## src/rtl/alu_issue_stage_pkg.sv

```systemverilog
// Shared ALU opcodes, issue-stage state encodings
// and small decode helpers.
package alu_issue_stage_pkg;

  localparam int WIDTH_DEF = 16;
  localparam int IMM_W_DEF = 8;

  localparam logic [2:0] ALU_AND = 3'd0;
  localparam logic [2:0] ALU_OR  = 3'd1;
  localparam logic [2:0] ALU_ADD = 3'd2;
  localparam logic [2:0] ALU_SUB = 3'd3;
  localparam logic [2:0] ALU_SLL = 3'd4;
  localparam logic [2:0] ALU_SRL = 3'd5;
  localparam logic [2:0] ALU_SRA = 3'd6;
  localparam logic [2:0] ALU_SLT = 3'd7;

  localparam logic [1:0] ST_IDLE = 2'd0;
  localparam logic [1:0] ST_WAIT = 2'd1;
  localparam logic [1:0] ST_DONE = 2'd2;

  function automatic logic is_shift(
    input logic [2:0] op
  );
    return (op == ALU_SLL) ||
           (op == ALU_SRL) ||
           (op == ALU_SRA);
  endfunction

endpackage

```

## src/rtl/alu_issue_stage_operand_cond.sv

```systemverilog
// Operand-2 conditioning: immediate extension,
// reg/imm select, shift-amount masking.
module alu_issue_stage_operand_cond
  import alu_issue_stage_pkg::*;
#(
  parameter int WIDTH = WIDTH_DEF,
  parameter int IMM_W = IMM_W_DEF
) (
  input  logic [2:0]       op,
  input  logic [WIDTH-1:0] b,
  input  logic [IMM_W-1:0] imm,
  input  logic             use_imm,
  input  logic             imm_signed,
  output logic [WIDTH-1:0] b2
);

  logic [WIDTH-1:0] ext;
  logic [WIDTH-1:0] opnd;
  logic             fill;

  // extend, select, then clamp shifts to 0..15
  always_comb begin
    fill = imm_signed & imm[IMM_W-1];
    ext  = {{(WIDTH-IMM_W){fill}}, imm};
    opnd = use_imm ? ext : b;
    b2   = opnd;
    unique case (1'b1)
      is_shift(op): b2 = {{(WIDTH-4){1'b0}}, opnd[3:0]};
      default:      b2 = opnd;
    endcase
  end

endmodule

```

## src/rtl/alu_issue_stage.sv

```systemverilog
// Issue stage ahead of the ALU: holds operands
// for the ALU latency, captures result + flags.
module alu_issue_stage
  import alu_issue_stage_pkg::*;
#(
  parameter int WIDTH       = WIDTH_DEF,
  parameter int IMM_W       = IMM_W_DEF,
  parameter int ALU_LATENCY = 1
) (
  input  logic             clock,
  input  logic             reset,
  input  logic             in_valid,
  output logic             in_ready,
  input  logic [2:0]       in_op,
  input  logic [WIDTH-1:0] in_a,
  input  logic [WIDTH-1:0] in_b,
  input  logic [IMM_W-1:0] in_imm,
  input  logic             in_use_imm,
  input  logic             in_imm_signed,
  output logic [WIDTH-1:0] alu_in1,
  output logic [WIDTH-1:0] alu_in2,
  output logic [2:0]       alu_control,
  input  logic [WIDTH-1:0] alu_result,
  output logic             out_valid,
  input  logic             out_ready,
  output logic [WIDTH-1:0] out_result,
  output logic             out_zero,
  output logic             out_overflow,
  output logic [2:0]       out_op
);

  localparam int CW = $clog2(ALU_LATENCY + 2);
  localparam int MSB = WIDTH - 1;

  logic [1:0]       state;
  logic [CW-1:0]    cnt;
  logic [WIDTH-1:0] b2;
  logic             ovf;

  assign in_ready = (state == ST_IDLE);

  alu_issue_stage_operand_cond #(
    .WIDTH (WIDTH),
    .IMM_W (IMM_W)
  ) u_cond (
    .op         (in_op),
    .b          (in_b),
    .imm        (in_imm),
    .use_imm    (in_use_imm),
    .imm_signed (in_imm_signed),
    .b2         (b2)
  );

  // signed overflow from held operands + result
  always_comb begin
    ovf = 1'b0;
    unique case (1'b1)
      alu_control == ALU_ADD:
        ovf = (alu_in1[MSB] == alu_in2[MSB]) &&
              (alu_result[MSB] != alu_in1[MSB]);
      alu_control == ALU_SUB:
        ovf = (alu_in1[MSB] != alu_in2[MSB]) &&
              (alu_result[MSB] != alu_in1[MSB]);
      default:
        ovf = 1'b0;
    endcase
  end

  // handshake FSM, latency count, result capture
  always_ff @(posedge clock) begin
    if (reset) begin
      state        <= ST_IDLE;
      cnt          <= '0;
      alu_in1      <= '0;
      alu_in2      <= '0;
      alu_control  <= '0;
      out_valid    <= 1'b0;
      out_result   <= '0;
      out_zero     <= 1'b0;
      out_overflow <= 1'b0;
      out_op       <= '0;
    end else begin
      case (state)
        ST_IDLE: begin
          if (in_valid) begin
            alu_in1     <= in_a;
            alu_in2     <= b2;
            alu_control <= in_op;
            cnt         <= CW'(ALU_LATENCY);
            state       <= ST_WAIT;
          end
        end
        ST_WAIT: begin
          if (cnt != '0) begin
            cnt <= cnt - CW'(1);
          end else begin
            out_result   <= alu_result;
            out_zero     <= (alu_result == '0);
            out_overflow <= ovf;
            out_op       <= alu_control;
            out_valid    <= 1'b1;
            state        <= ST_DONE;
          end
        end
        ST_DONE: begin
          if (out_ready) begin
            out_valid <= 1'b0;
            state     <= ST_IDLE;
          end
        end
        default: begin
          out_valid <= 1'b0;
          state     <= ST_IDLE;
        end
      endcase
    end
  end

endmodule

```

## config.mk

```make
export PLATFORM = sky130hd
export DESIGN_NAME = alu_issue_stage
export DESIGN_NICKNAME = d
export VERILOG_FILES = /design/src/rtl/alu_issue_stage_pkg.sv /design/src/rtl/alu_issue_stage_operand_cond.sv /design/src/rtl/alu_issue_stage.sv
export SDC_FILE = /design/constraint.sdc
export NUM_CORES = 1
export LEC_CHECK = 0
export ABC_AREA = 0
export BUFFER_PORTS_ARGS = -buffer_cell sky130_fd_sc_hd__buf_2
export CORE_MARGIN = 2
export CORE_UTILIZATION = 51
export CTS_BUF_LIST = sky130_fd_sc_hd__clkbuf_2
export CTS_CLUSTER_SIZE = 40
export DETAILED_ROUTE_END_ITERATION = 8
export GPL_TIMING_DRIVEN = 0
export HOLD_SLACK_MARGIN = 0.06
export PLACE_DENSITY = 0.92
export SYNTH_ARGS = -nofsm -noshare
export SYNTH_HDL_FRONTEND = slang
export SYNTH_SLANG_ARGS = --single-unit
export TNS_END_PERCENT = 50
```

## constraint.sdc

```tcl
create_clock -name clock -period 1.95 [get_ports clock]
set_input_delay 0.39 -clock clock [delete_from_list [all_inputs] [get_ports clock]]
set_output_delay 0.39 -clock clock [all_outputs]
set_load 0.005 [all_outputs]
```

==> results of run 1 <==
## worst register-to-register path, cell delays in order (launching register included)
cell and delay, ns:
dfxtp_1 0.38, inv_1 0.06, ha_1 0.31, nand3b_4 0.14, clkbuf_1 0.34, nand2_1 0.09, a21oi_1 0.15
## kinds of logic (layout without fill, tap and decap cells)
| family | after synthesis | count (layout) |
|---|---|---|
| compound gates | 73 | 73 |
| buf+inv | 27 | 163 |
| mux | 10 | 10 |
| xor+xnor | 1 | 1 |
| simple gates | 127 | 127 |
| flops | 61 | 61 |
| fa+ha+maj | 1 | 1 |
## cells in the mapped netlist
cell type,count,area (sq um)
a2bb2oi_1,1,8.76
clkbuf_1,10,37.5
xnor2_1,1,8.76
a21bo_2,1,10.0
nor4_1,3,18.8
buf_6,5,56.3
buf_2,8,40.0
ha_1,1,12.5
or4_1,1,7.51
or3b_1,1,8.76
o21ai_1,1,5.00
o211ai_1,8,60.1
and3_1,1,6.26
nor4bb_1,2,20.0
buf_4,2,15.0
nand3b_4,1,20.0
nand3_1,4,20.0
a211oi_1,5,37.5
a21oi_1,53,265
mux2i_1,5,50.1
nor2b_1,8,50.1
nor2_1,10,37.5
nand4_1,1,6.26
nor3b_2,1,12.5
nor3_1,1,5.00
nand3b_1,2,15.0
o31ai_1,1,7.51
mux2_2,5,56.3
o21bai_1,1,7.51
inv_1,2,7.51
a221oi_1,1,8.76
and3b_1,1,8.76
and2_1,1,6.26
dfxtp_1,61,1220
o21ai_0,1,5.00
nand2_1,89,334
## metal layers
metal	vias to the layer above	GRT usage, %	part of all wire (%)
met5	-	0	0
met4	0	9.90	1.2
met3	9	5.83	8.4
met2	128	38.0	47
met1	1165	28.7	43
li1	1277	-	-
## flip-flops by register name, summed over array words and instances, names as in the netlist
signal	flops
alu_in1	16
alu_control	3
out_valid	1
alu_in2	16
out_result	16
cnt	2
out_op	3
out_overflow	1
out_zero	1
state	2
## worst min-delay path by stage
stage / startpoint / to / depth (start not counted)
after floorplan: cnt[1]$_SDFFE_PP0P_ / cnt[1]$_SDFFE_PP0P_ / 2
after global placement: alu_in2[6]$_SDFFE_PP0P_ / alu_in2[6]$_SDFFE_PP0P_ / 2
final: in_a[12] / alu_in1[12]$_SDFFE_PP0P_ / 3
after global routing: in_a[12] / alu_in1[12]$_SDFFE_PP0P_ / 3
after CTS: in_a[10] / alu_in1[10]$_SDFFE_PP0P_ / 3
after detailed placement: out_result[1]$_SDFFE_PP0P_ / out_result[1]$_SDFFE_PP0P_ / 2
## report_power, final
group / total [uW] / internal (uW) / switching [uW]
sequential: 1390 / 1340 / 49.8
clock: 850 / 407 / 443
combinational: 542 / 251 / 291
## placed cells by master, fill, tap and decap left out
master and n:
a211oi_1 5, a21bo_2 1, a21oi_1 53, a221oi_1 1, a2bb2oi_1 1, and2_1 1
and3_1 1, and3b_1 1, buf_2 128, buf_4 2, buf_6 5, bufinv_16 2
clkbuf_1 10, clkbuf_2 9, clkinv_1 4, clkinv_2 1, dfxtp_1 61, ha_1 1
inv_1 2, mux2_2 5, mux2i_1 5, nand2_1 89, nand3_1 4, nand3b_1 2
nand3b_4 1, nand4_1 1, nor2_1 10, nor2b_1 8, nor3_1 1, nor3b_2 1
nor4_1 3, nor4bb_1 2, o211ai_1 8, o21ai_0 1, o21ai_1 1, o21bai_1 1
o31ai_1 1, or3b_1 1, or4_1 1, xnor2_1 1
## area by class of cell
type                       count  area [sq um]  area share, %
inverter                       2          7.51          0.227
clock buffer                   9          45.0           1.36
multi-input combinational    212          1120           33.9
clock inverter                 7          80.1           2.42
buffer                        25           149           4.50
sequential                    61          1220           36.9
tap                           67          83.8           2.53
timing repair buffer         120           601           18.2
## per-stage QoR
step | total power, uW | setup slack [ns] | util [%]
detailed placement | 1960 | 0.432 | 67.4
global route | 2920 | 0.224 | 70.0
finish | 2780 | 0.327 | 70.0
CTS | 2790 | 0.298 | 70.0
floorplan | 1730 | 0.625 | -
global placement | 1940 | 0.494 | 67.4
==> flow_metrics.tcl, run 1 <==
set metrics [dict create \
    cts_buffer_depth 2 \
    io_pins 123 \
    placed_area_sq_um 3180 \
    crit_path_frequent_cell "buf_2" \
    leakage_uw 0.00154 \
    max_freq_mhz 616 \
    postSynthAreaPerCell_sq_um 8.32 \
    end_kind "primary output" \
    die_h_um 74.0 \
    track_usage_pct 23.0 \
    min_period_ns 1.62 \
    num_antenna_cells 0 \
    hold_buffers 0 \
    vias_per_cell 5.13 \
    yosys.area_share.simple_pct 23.1 \
    root_buffer "clkbuf_2" \
    slew_viol_final 0 \
    setup_viol 0 \
    cp_cell_sequence "buf_2 -> nor2_1 -> buf_2" \
    place_inst 487 \
    wl_per_cell_um 12.5 \
    slowest_delay_ns 0.37 \
    syn_inst 300 \
    crit_slowest_cell "dfxtp_1" \
    drt_first_iter_violations 70 \
    synth_xor_area_share_pct 0.351 \
    ys_types 36 \
    syn-num-nets 366 \
    synth_top_family_by_area "simple AND/OR/NAND/NOR gates" \
    cts.sinks 61 \
    reg2reg_depth 6 \
    fp-row-count 25 \
    die_x_um 74.0 \
    numCtsBuffers 9 \
    netlist_area_sq_um 2500 \
    wirelength_um 6290 \
    path_buf_inv 2 \
    worst_clock_skew_ns 0.0248 \
    hold_ws_ns 0.132 \
    reg2reg_from "cnt[0]$_SDFFE_PP0P_" \
    grt_pass1_wl_um 9680 \
    rsz0062_at_grt "false" \
    synth-seq-area-share_pct 48.9 \
    crit_start "state[0]$_SDFFE_PP0P_" \
    worstPathRequired_ns 1.56 \
    drtPass1Iterations 5 \
    crit_path_start_kind "flop" \
    grt_max_degree 11 \
    ant_nets 0 \
    layout-drive-gt1-share_pct 35.6 \
    critPathKind "reg -> out" \
    htreeDepth 3 \
    critPathMaxFanout 10 \
    area_growth_pct 32.4 \
    antenna_found_initial 0 \
    post_cts_buffers 0 \
    port_buffers 120 \
    min_path_type "in -> reg" \
    fin_area_sq_um 3310 \
    p_per_area_nw_per_um2 841 \
    outcome "completed" \
    grt_pass1_vias 2239 \
    cap_violations 0 \
    synth-seq-cells 61 \
    reg2reg_slack_ns 0.41 \
    critPathCapture "in_ready" \
    n_fill_cell 383 \
    fin_cells 503 \
    hpwl_um 4770 \
    clk_latency_ns 0.47 \
    nets 497 \
    ir_drop_uv 518 \
    critical_path_depth 3 \
    clk_pin_slew_ns 0.18 \
    slew_headroom_pct 65.0 \
    gp_congestion 0.766 \
    die_area_sq_um 5470 \
    tightest_slew_ns 0.525 \
    drcViolationCount 0 \
    period_share_pct 83.2 \
    routed-via-count 2579 \
    synth_warnings 0 \
    fin_tns_setup_ns 0 \
    synthMuxAreaShare_pct 4.26 \
    overflow 0 \
    synthAdderAreaFrac_pct 0.501 \
    rr_endpoint "out_result[6]$_SDFFE_PP0P_" \
    ctsResizeCount 0 \
    finalHoldViolCount 0 \
    synth-compound-area-share_pct 16.6 \
    cp.arrival_ns 1.23 \
    core_sq_um 4720 \
    start_util_pct 52.9 \
    crit_family "flip-flops" \
    cts_tree "done" \
]
(Power assumes the default switching activity.)
==> run 2, diff against run 1 <==
- CORE_UTILIZATION: 51 -> 47
- PLACE_DENSITY: 0.92 -> 0.86
- clock period: 1.95 -> 1.51 ns (I/O delays scaled with it)
==> flow_metrics.tcl, run 2 (synthesized netlist as in run 1, its figures left out) <==
set metrics [dict create \
    slew_viol_final 0 \
    numCtsBuffers 9 \
    rr_endpoint "out_zero$_SDFFE_PP0P_" \
    clk_latency_ns 0.47 \
    drtPass1Iterations 5 \
    p_sw_share_pct 28.7 \
    outcome "completed" \
    ir_drop_uv 679 \
    min_path_type "in -> reg" \
    area_growth_pct 48.1 \
    layout-drive-gt1-share_pct 34.8 \
    hold_start "in_valid" \
    grt_pass1_wl_um 11700 \
    period_share_pct 94.6 \
    final_core_util_pct 72.4 \
    gp_congestion 0.740 \
    combPwrFrac_pct 21.4 \
    final_common_cell "buf_2" \
    min_to "cnt[1]$_SDFFE_PP0P_" \
    reg2reg_depth 5 \
    die_x_um 76.9 \
    hold_ws_ns 0.163 \
    crit_slowest_cell "dfxtp_2" \
    cts_buffer_depth 2 \
    hpwl_um 4690 \
    end_kind "primary output" \
    cp.arrival_ns 1.13 \
    clock_power_share_pct 30.6 \
    num_antenna_cells 0 \
    wirelength_um 7470 \
    ant_nets 0 \
    reg2reg_slack_ns 0.13 \
    wl_per_cell_um 13.8 \
    rsz0062_at_grt "true" \
    reg2reg_from "cnt[0]$_SDFFE_PP0P_" \
    fin_area_sq_um 3700 \
    worstPathRequired_ns 1.21 \
    n_fill_cell 391 \
    setup_viol 0 \
    crit_family "flip-flops" \
    cts_tree "done" \
    io_pins 123 \
    cp_cell_sequence "buf_6 -> nor2_2 -> buf_2" \
    critPathKind "reg -> out" \
    reg_top3 "alu_in1 x16, alu_in2 x16, out_result x16" \
    fin_cells 541 \
    routed-via-count 2738 \
    place_inst 490 \
    finalHoldViolCount 0 \
    die_h_um 76.9 \
    cts.sinks 61 \
    vias_per_cell 5.06 \
    cap_violations 0 \
    min_path_cells 4 \
    port_buffers 120 \
    drt_first_iter_violations 119 \
    slowest_delay_ns 0.35 \
    fin_tns_setup_ns 0 \
    leakage_uw 0.00170 \
    p_sw_uw 1080 \
    critPathMaxFanout 10 \
    fp-row-count 26 \
    drcViolationCount 0 \
    min_period_ns 1.43 \
    worst_clock_skew_ns 0.0162 \
    slew_headroom_pct 66.3 \
    intPower_uw 2670 \
    tightest_slew_ns 0.505 \
    antenna_found_initial 0 \
    placed_area_sq_um 3190 \
    max_freq_mhz 700 \
    core_sq_um 5110 \
    nets 532 \
    clk_pin_slew_ns 0.17 \
    grt_pass1_vias 2547 \
    grt_max_degree 12 \
    crit_path_start_kind "flop" \
    p_per_area_nw_per_um2 1010 \
    root_buffer "clkbuf_2" \
    post_cts_buffers 0 \
    track_usage_pct 25.1 \
    layout_common_cells "buf_2 (126), nand2_1 (89), dfxtp_1 (60), a21oi_1 (53), dlygate4sd3_1 (35)" \
    path_buf_inv 2 \
    overflow 0 \
    seqPwrFrac_pct 47.9 \
    die_area_sq_um 5910 \
    htreeDepth 3 \
    start_util_pct 48.9 \
]
-- run 2: cell count changes in the layout (fill, tap and decap cells not counted), moves of 2 or more --
cell           change
buf_2              -2
clkbuf_1           -3
clkbuf_2           +3
clkinv_1           -3
dlygate4sd3_1     +35
-- run 2: worst max path at each step --
stage / to / start / slack, ns / cells past startpoint
floorplan: out_zero$_SDFFE_PP0P_ / cnt[0]$_SDFFE_PP0P_ / 0.19 / 5
global placement: out_op[2]$_SDFFE_PP0P_ / cnt[0]$_SDFFE_PP0P_ / 0.06 / 6
detailed placement: out_result[3]$_SDFFE_PP0P_ / cnt[0]$_SDFFE_PP0P_ / -0.04 / 6
CTS: out_zero$_SDFFE_PP0P_ / cnt[0]$_SDFFE_PP0P_ / 0.002 / 5
global route: in_ready / state[1]$_SDFFE_PP0P_ / -0.01 / 3
finish: in_ready / state[0]$_SDFFE_PP0P_ / 0.08 / 3
-- run 2: power by group through the flow --
stage	clock network (uW)	logic, uW	registers (uW)
2_1_floorplan	0	403	1830
3_3_place_gp	0	683	1820
3_5_place_dp	0	703	1820
4_1_cts	1170	780	1790
5_1_grt	1250	884	1810
6_report	1150	803	1800
-- run 2: metrics by stage --
stage | total power, uW | worst slack (ns)
after global routing | 3950 | -0.0132
after global placement | 2500 | 0.0585
after CTS | 3750 | 0.00244
final | 3750 | 0.0814
after floorplan | 2240 | 0.185
after detailed placement | 2530 | -0.0378
-- run 2: cell type report --
| cell class | count | area [sq um] | share of cell area [%] |
|---|---|---|---|
| plain buffers | 25 | 161 | 4.36 |
| clock buffers | 9 | 45.0 | 1.22 |
| clock inverters | 7 | 90.1 | 2.43 |
| inverters | 2 | 7.51 | 0.203 |
| multi-input cells | 212 | 1130 | 30.7 |
| flip-flops and latches | 61 | 1220 | 33.0 |
| well taps | 70 | 87.6 | 2.37 |
| repair buffers | 155 | 951 | 25.7 |
-- run 2: what timing repair did --
| action | in CTS | in global routing |
|---|---|---|
| endpoints found under the hold margin | 35 | 0 |
| gates resized for setup | 5 | 6 |
| hold buffers | 35 | 0 |
| pin swaps | 0 | 0 |
| endpoints found under the setup margin | 19 | 23 |
-- run 2: worst reg2reg max path, delay by kind of cell, from the launching register on --
kind | cells | cell delay (ns)
simple gates | 2 | 0.52
flops | 1 | 0.35
fa+ha+maj | 1 | 0.21
compound gates | 1 | 0.15
buf+inv | 1 | 0.12
-- run 2: metal layers --
layer | vias up | global-route usage [%] | routed length, um
met3 | 16 | 5.29 | 622
met5 | - | 0 | 0
met1 | 1235 | 27.8 | 2910
met2 | 139 | 45.5 | 3790
met4 | 0 | 12.2 | 159
li1 | 1348 | - | -
==> run 3, diff against run 2 <==
- CORE_ASPECT_RATIO: unset -> 2
==> flow_metrics.tcl, run 3 (synthesized netlist as in run 1, its figures left out) <==
set metrics [dict create \
    outcome "completed" \
    grt_max_degree 11 \
    grt_pass1_wl_um 11600 \
    timing.final.ws_setup_ns 0.0450 \
    drcViolationCount 0 \
    cap_violations 0 \
    clk_latency_ns 0.49 \
    drtPass1Iterations 4 \
    placed_area_sq_um 3170 \
    start_util_pct 48.6 \
    cts_buffer_depth 2 \
    cts_tree "done" \
    min_path_type "in -> reg" \
    drt_first_iter_violations 162 \
    layout_common_cells "buf_2 (127), nand2_1 (89), dfxtp_1 (59), a21oi_1 (53), dlygate4sd3_1 (35)" \
    fin_tns_setup_ns 0 \
    reg2reg_depth 5 \
    slowest_delay_ns 0.53 \
    gp_congestion 0.813 \
    track_usage_pct 25.3 \
    regArea_sq_um 1230 \
    worst_clock_skew_ns 0.0257 \
    nets 534 \
    numCtsBuffers 9 \
    leakage_uw 0.00170 \
    root_buffer "clkbuf_2" \
    routed-via-count 2761 \
    port_buffers 120 \
    crit_path_start_kind "primary input" \
    crit_slowest_cell "dlygate4sd3_1" \
    overflow 0 \
    die_h_um 107 \
    critPathMaxFanout 10 \
    die_x_um 55.5 \
    end_kind "flop" \
    core_sq_um 5140 \
    finalHoldViolCount 0 \
    final_common_cell "buf_2" \
    fp-row-count 37 \
    cts.sinks 61 \
    ant_nets 0 \
    htreeDepth 3 \
    setup_viol 0 \
    cp.arrival_ns 1.87 \
    hpwl_um 5200 \
    die_area_sq_um 5950 \
    worstPathRequired_ns 1.91 \
    ir_drop_uv 1030 \
    period_share_pct 97.0 \
    vias_per_cell 5.20 \
    max_freq_mhz 683 \
    slew_viol_final 0 \
    wl_per_cell_um 14.6 \
    fin_area_sq_um 3670 \
    io_pins 123 \
    antenna_found_initial 0 \
    multiInputGateArea_sq_um 1140 \
    area_growth_pct 47.1 \
    cp_cell_sequence "dlygate4sd3_1 -> buf_2 -> a21bo_2 -> clkbuf_1 -> o211ai_1 -> a21oi_1" \
    rsz0062_at_grt "true" \
    critPathKind "in -> reg" \
    reg_top3 "alu_in1 x16, alu_in2 x16, out_result x16" \
    min_path_cells 4 \
    min_period_ns 1.47 \
    n_fill_cell 401 \
    preCtsSetupSlack_ns -0.00829 \
    num_antenna_cells 0 \
    clk_pin_slew_ns 0.16 \
    layout-drive-gt1-share_pct 34.7 \
    grt_pass1_vias 2748 \
    p_per_area_nw_per_um2 972 \
    tightest_slew_ns 0.556 \
    slew_headroom_pct 62.6 \
    wirelength_um 7730 \
]
run 3: where the power goes:
part,switching [uW],total [uW],internal [uW]
clock,582,953,371
sequential,74.4,1800,1730
combinational,407,816,409
total,1060,3570,2510
run 3: critical path: cells and delay by family:
kind	cells	cell delay, ns
compound gates	3	0.56
buf+inv	3	1.00
run 3: layout make-up:
cell class | instances | area share [%]
Clock buffer | 10 | 1.36
Tap cell | 58 | 1.98
Inverter | 2 | 0.204
Clock inverter | 6 | 1.46
Timing Repair Buffer | 158 | 26.5
Buffer | 24 | 4.09
Multi-Input combinational cell | 212 | 31.0
Sequential cell | 61 | 33.4
run 3: what timing repair did:
| action | CTS | global route |
|---|---|---|
| buffers inserted | 0 | 3 |
| resized for setup | 3 | 9 |
| setup endpoints to repair | 19 | 23 |
| hold endpoints to repair | 36 | 0 |
| hold buffers | 35 | 0 |
| pin swaps | 0 | 0 |
run 3: through the flow:
stage / total power, uW / utilization [%] / hold slack, ns / cells
2_1_floorplan: 2240 / - / 0.438 / 300
3_3_place_gp: 2510 / 61.7 / 0.439 / 478
3_5_place_dp: 2530 / 61.7 / 0.443 / 478
4_1_cts: 3530 / 70.6 / 0.117 / 529
5_1_grt: 3750 / 71.5 / 0.0967 / 531
6_report: 3570 / 71.5 / 0.155 / 531
run 3: routing by layer:
metal  track usage (%)  wire length [um]
met5                 0                 0
met4              18.8               307
met3              5.43               450
met2              48.1              4410
met1              22.3              2560
run 3: final timing paths:
kind	start	endpoint	slack (ns)
worst max register to register	cnt[0]$_SDFFE_PP0P_	out_zero$_SDFFE_PP0P_	0.10
worst min-delay path	out_ready	state[1]$_SDFFE_PP0P_	0.15
worst max-delay path	in_op[2]	alu_in2[14]$_SDFFE_PP0P_	0.04
worst min register to register	alu_in1[10]$_SDFFE_PP0P_	alu_in1[10]$_SDFFE_PP0P_	0.46
